--- config.mk ---
export PLATFORM = sky130hd
export DESIGN_NAME = int_div_pipeline_core
export DESIGN_NICKNAME = d
export VERILOG_FILES = /design/src/rtl/int_div_pipeline_core.sv
export SDC_FILE = /design/constraint.sdc
export NUM_CORES = 1
export LEC_CHECK = 0
export ABC_CLOCK_PERIOD_IN_PS = 3150
export CAP_MARGIN = 20
export CORE_ASPECT_RATIO = 0.9
export CORE_UTILIZATION = 40
export DETAILED_ROUTE_END_ITERATION = 16
export GPL_ROUTABILITY_DRIVEN = 0
export RECOVER_POWER = 100
export SLEW_MARGIN = 20
export SYNTH_ARGS = -nofsm -noshare
export SYNTH_HDL_FRONTEND = slang
export SYNTH_SLANG_ARGS = --single-unit
--- constraint.sdc ---
create_clock -name clk_i -period 3.15 [get_ports clk_i]
set_input_delay 0.63 -clock clk_i [delete_from_list [all_inputs] [get_ports clk_i]]
set_output_delay 0.63 -clock clk_i [all_outputs]
set_load 0.01 [all_outputs]
--- src/rtl/int_div_pipeline_core.sv ---
// Iterative unsigned restoring divider: one quotient bit per clock, MSB first.
// Optional macro INT_DIV_ZERO_FAST_EN: a zero divisor bypasses the RUN phase.
//
// Ports:
//   clk_i        rising-edge clock
//   rst_i        synchronous active-high reset
//   req_i        start request, accepted in IDLE or DONE
//   a_i, b_i     unsigned dividend / divisor, captured on accept
//   quotient_o   registered floor(a/b), all-ones when b == 0
//   remainder_o  registered a mod b, a when b == 0
//   ack_o        one-cycle completion pulse, BITWIDTH+1 cycles after accept
module int_div_pipeline_core #(
  parameter int unsigned BITWIDTH = 32
) (
  input  logic                clk_i,
  input  logic                rst_i,
  input  logic                req_i,
  input  logic [BITWIDTH-1:0] a_i,
  input  logic [BITWIDTH-1:0] b_i,
  output logic [BITWIDTH-1:0] quotient_o,
  output logic [BITWIDTH-1:0] remainder_o,
  output logic                ack_o
);

  localparam int unsigned W  = BITWIDTH;
  localparam int unsigned CW = $clog2(W + 1);
  localparam logic [CW-1:0] LAST = CW'(W - 1);

  typedef enum logic [1:0] {
    IDLE,
    RUN,
    DONE
  } state_e;

  state_e        state_q, state_d;
  logic [CW-1:0] cnt_q, cnt_d;
  logic [W-1:0]  rem_q, rem_d;
  logic [W-1:0]  quo_q, quo_d;
  logic [W-1:0]  div_q, div_d;
  logic [W-1:0]  quot_q, quot_d;
  logic [W-1:0]  rmd_q, rmd_d;
  logic          ack_q, ack_d;

  logic [W:0]    trial;
  logic [W-1:0]  diff;
  logic          take;
  logic          accept;
  logic          zero_fast;

`ifdef INT_DIV_ZERO_FAST_EN
  assign zero_fast = (b_i == '0);
`else
  assign zero_fast = 1'b0;
`endif

  // Partial remainder shifted left with the next dividend bit is W+1 bits
  // wide, so the compare never overflows; the stored remainder stays below
  // the divisor and therefore fits in W bits.
  assign trial = {rem_q, quo_q[W-1]};
  assign take  = (trial >= {1'b0, div_q});
  assign diff  = trial[W-1:0] - div_q;

  assign accept = req_i && ((state_q == IDLE) || (state_q == DONE));

  always_comb begin
    state_d = state_q;
    cnt_d   = cnt_q;
    rem_d   = rem_q;
    quo_d   = quo_q;
    div_d   = div_q;
    quot_d  = quot_q;
    rmd_d   = rmd_q;
    ack_d   = 1'b0;

    case (state_q)
      IDLE: begin
      end
      RUN: begin
        // quo_q shifts dividend bits out at the top and
        // quotient bits in at the bottom.
        rem_d = take ? diff : trial[W-1:0];
        quo_d = {quo_q[W-2:0], take};
        cnt_d = cnt_q + CW'(1);
        if (cnt_q == LAST) begin
          state_d = DONE;
        end
      end
      DONE: begin
        quot_d  = quo_q;
        rmd_d   = rem_q;
        ack_d   = 1'b1;
        state_d = IDLE;
      end
      default: begin
        state_d = IDLE;
      end
    endcase

    // A new request overrides the DONE->IDLE return; the result above
    // is still published on the same edge.
    if (accept) begin
      rem_d   = '0;
      quo_d   = a_i;
      div_d   = b_i;
      cnt_d   = '0;
      state_d = RUN;
      if (zero_fast) begin
        quo_d   = '1;
        rem_d   = a_i;
        state_d = DONE;
      end
    end
  end

  always_ff @(posedge clk_i) begin
    if (rst_i) begin
      state_q <= IDLE;
      cnt_q   <= '0;
      rem_q   <= '0;
      quo_q   <= '0;
      div_q   <= '0;
      quot_q  <= '0;
      rmd_q   <= '0;
      ack_q   <= 1'b0;
    end else begin
      state_q <= state_d;
      cnt_q   <= cnt_d;
      rem_q   <= rem_d;
      quo_q   <= quo_d;
      div_q   <= div_d;
      quot_q  <= quot_d;
      rmd_q   <= rmd_d;
      ack_q   <= ack_d;
    end
  end

  assign quotient_o  = quot_q;
  assign remainder_o = rmd_q;
  assign ack_o       = ack_q;

endmodule

==> Flow_metrics.wiki <==
{| class="wikitable"
! Metric !! Value
|-
| Global-route wire length before repair || 35.4 mm
|-
| Register-to-register path setup slack || 0.21 ns
|-
| Worst-margin pin slew || 1.82 ns
|-
| Final critical path time including I/O delays and setup || 2.94 ns
|-
| Final Util || 51.5%
|-
| Post-route DRC || 0
|-
| Clock sink count || about 170
|-
| Die width || 153 um
|-
| Highest ir drop seen on vdd || around 0.28 mV
|-
| WL/cell || roughly 15 um
|-
| Clock transition at the registers of the reported paths || 0.07 ns
|-
| Worst Min Path Start || quotient_o[30]$_SDFFE_PP0P_
|-
| Total buffers and inverters traversed by the critical path || 2
|-
| Depth of the worst hold-timing path || 2
|-
| Wire length on met2 || 9.61 mm
|-
| Max-capacitance violation count || 1
|-
| Slowest library cell on the worst path || o31a_2
|-
| Full die area || 21100 um2
|-
| Antenna violations before repair || 0
|-
| Final worst-path cycle share || 93.5%
|-
| Result of the run || finished with violations
|-
| Post-CTS Hold Fix Bufs || 0
|-
| Largest net degree at the start of global routing || 76
|-
| Final count of hold timing violations || 0
|-
| Required time of the critical path || between 3 and 4 ns
|-
| Synth area leaders || dfxtp_1, nand2_1, a21oi_1
|-
| DPL Wire Length || 14.9 mm
|-
| Synthesized instance count || 1091
|-
| Area growth from synthesis to layout || 25.8%
|-
| Total Wirelength || 21.7 mm
|-
| Reg2reg end || rem_q[25]$_SDFFE_PP0P_
|-
| Antenna viol nets, final || 0
|-
| Library cell with the largest summed area after synthesis || dfxtp_1
|-
| Number of top-level design ports || 132
|-
| Synth async-reset ratio || 0%
|-
| CTS buffer count || 17
|-
| Fraction of the yosys area taken by sequential cells || 41.2%
|-
| Metal-1 WL || between 10 and 15 mm
|-
| Post-synth cell types || 56
|-
| Mapped Nets || between 1000 and 1500
|-
| Via total after detailed routing || 7648
|-
| Power density over the cells || roughly 560 nW/um2
|-
| Reported leakage power || 4.17 nW
|-
| Number of standard-cell rows in the floorplan || 49
|-
| TritonCTS clock tree || built
|-
| Total Power || 5.81 mW
|-
| Fin nets || 1292
|-
| Total routing usage reported by global routing || 20.8%
|-
| Highest metal used || met4
|-
| Effective utilization at floorplan || between 40% and 50%
|-
| Worst Hold Endpoint || quotient_o[30]$_SDFFE_PP0P_
|-
| Largest incremental delay on the critical path || 0.39 ns
|-
| Number of warnings issued by yosys || 0
|-
| Final-layout worst hold slack || between 0.4 and 0.5 ns
|-
| Clock latency reported for the late side of the worst-skew pair || 0.43 ns
|-
| GR Overflow Total || 0
|-
| Type of element capturing the critical path || flip-flop
|-
| Critical path start-end classification || reg2reg
|-
| Family with the most delay on the worst path || compound AO/OA/AOI/OAI gates
|-
| Count of buffers from port buffering || 131
|-
| Share of cells above drive strength 1 || slightly below 6%
|-
| Launching point of the worst reg2reg path || div_q[6]$_SDFFE_PP0P_
|-
| Final setup fails || 0
|-
| Post-Syn Area || 8210 um2
|-
| Maximum frequency from static timing analysis || 0.340 GHz
|-
| Data arrival time of the critical path || 3.27 ns
|-
| Maximum fanout count along the critical path || 5
|-
| Leading cell types by count after synthesis || nand2_1, dfxtp_1, a21oi_1, nor2_1, clkbuf_1
|-
| Max-slew violation total from the final report || 35
|-
| Register bit total from synthesis || approximately 170
|-
| Number of search-and-repair iterations in the first detailed-routing pass || 5
|-
| Mean number of vias per cell || approximately 5.2
|-
| Stages on the worst setup path || 12
|-
| Share of Yosys cell area claimed by the top area cell type || 41.2%
|-
| Final sum of negative setup slack || 0 ns
|-
| Unrepaired setup endpoints after global routing || false
|-
| Max clock buf depth || 2
|-
| Most used flip-flop cell after synthesis || dfxtp_1
|-
| Reg2Reg Depth || 12
|-
| Hold WC Path Type || reg2reg
|-
| Failing checks || capacitance limit, slew limit
|-
| Vias in the first global route || 7061
|-
| Type of element launching the critical path || flip-flop
|-
| Post-synth EDFFs || 0
|-
| Dominant cell by count in the synthesized netlist || nand2_1
|-
| Vertical die dimension || approximately 140 um
|-
| Clock root cell || clkbuf_16
|-
| Standard cell core area || 20000 um2
|-
| Cells traversed along the worst timing path || inv_1 -> ha_1 -> a21o_1 -> a21oi_1 -> o2111ai_1 -> o31a_2 -> clkbuf_1 -> a41o_1 -> a31oi_1 -> xor2_1 -> o21ai_0 -> o211a_1
|-
| Number of DRC violations after detailed-routing iteration 0 || 404
|-
| H-tree depth || 4
|-
| Met3 Wirelength || between 800 and 900 um
|-
| Layout Skew || approximately 0.012 ns
|-
| Slew headroom || -21.7%
|-
| Number of antenna diodes || 0
|-
| Synth Area per Inst || 7.53 um2
|}
registers in the layout (all words and copies together) (netlist names):
name         flops
ack_o            1
state_q          2
quotient_o      32
cnt_q            6
quo_q           32
remainder_o     32
rem_q           32
div_q           32
tightest hold or removal path: stages (launching register included):
cell	delay, ns
dfxtp_1	0.31
nand2_1	0.05
a21oi_1	0.05
metal layers:
layer	up-vias	track usage, %
met4	0	4.55
met1	3555	29.0
met2	159	32.8
met5	-	0
li1	3920	-
met3	14	4.34
kinds of logic (layout without fill, tap and decap cells):
family | Yosys count | after routing | synth area share [%]
AND/OR/NAND/NOR | 444 | 444 | 22.5
AO/OA/AOI/OAI | 292 | 292 | 21.7
flip-flops | 169 | 169 | 41.2
buffers and inverters | 118 | 231 | 5.56
adder cells (fa/ha/maj) | 34 | 34 | 5.27
XOR/XNOR | 25 | 25 | 2.67
multiplexers | 9 | 9 | 1.11
layout make-up:
class / count / area [um2]
Multi-Input combinational cell: 804 / 4410
Clock buffer: 17 / 425
Sequential cell: 169 / 3380
Fill cell: 1975 / 9710
Clock inverter: 15 / 154
Tap cell: 255 / 319
Timing Repair Buffer: 156 / 1480
Inverter: 43 / 161
report_power, final:
part	switching [mW]	internal (mW)	leakage (nW)
clock network	0.998	1.06	0.278
registers	0.0794	2.23	1.38
logic	0.823	0.618	2.52
total	1.90	3.91	4.17
timing repair:
item,4_1_cts,5_1_grt
resized for setup,0,6
endpoints found under the hold margin,0,0
pin swaps,1,2
buffers inserted,0,1
setup endpoints to repair,1,7
layout by cell type, fill, tap and decap left out, drive strengths merged, types with 18 or more instances in the layout:
| cell type | synthesis | final |
|---|---|---|
| o21ai | 36 | 36 |
| buf | 7 | 21 |
| clkdlybuf4s50 | 0 | 64 |
| clkbuf | 68 | 22 |
| nor2 | 77 | 77 |
| ha | 33 | 33 |
| a21oi | 156 | 156 |
| dlygate4sd3 | 0 | 66 |
| a311oi | 32 | 32 |
| nand2 | 287 | 287 |
| a21o | 21 | 21 |
| dfxtp | 169 | 169 |
| nor3 | 18 | 18 |
| inv | 43 | 51 |
how the worst max path moves through the flow:
stage	from	to	slack (ns)
6_report	div_q[6]$_SDFFE_PP0P_	rem_q[25]$_SDFFE_PP0P_	0.21
5_1_grt	div_q[6]$_SDFFE_PP0P_	rem_q[3]$_SDFFE_PP0P_	0.01
4_1_cts	quo_q[31]$_SDFFE_PP0P_	rem_q[26]$_SDFFE_PP0P_	0.03
3_5_place_dp	quo_q[31]$_SDFFE_PP0P_	rem_q[26]$_SDFFE_PP0P_	0.02
3_3_place_gp	quo_q[31]$_SDFFE_PP0P_	rem_q[26]$_SDFFE_PP0P_	0.06
2_1_floorplan	quo_q[31]$_SDFFE_PP0P_	rem_q[26]$_SDFFE_PP0P_	0.46
metrics by stage:
stage	setup WS (ns)	cells	area, um2
finish	0.206	1459	10300
global route	0.0132	1459	10300
CTS	0.0296	1458	10300
detailed placement	0.0160	1426	9770
global placement	0.0625	1426	9770
floorplan	0.455	1091	8210
No activity file was read; power rests on OpenSTA's default activity.
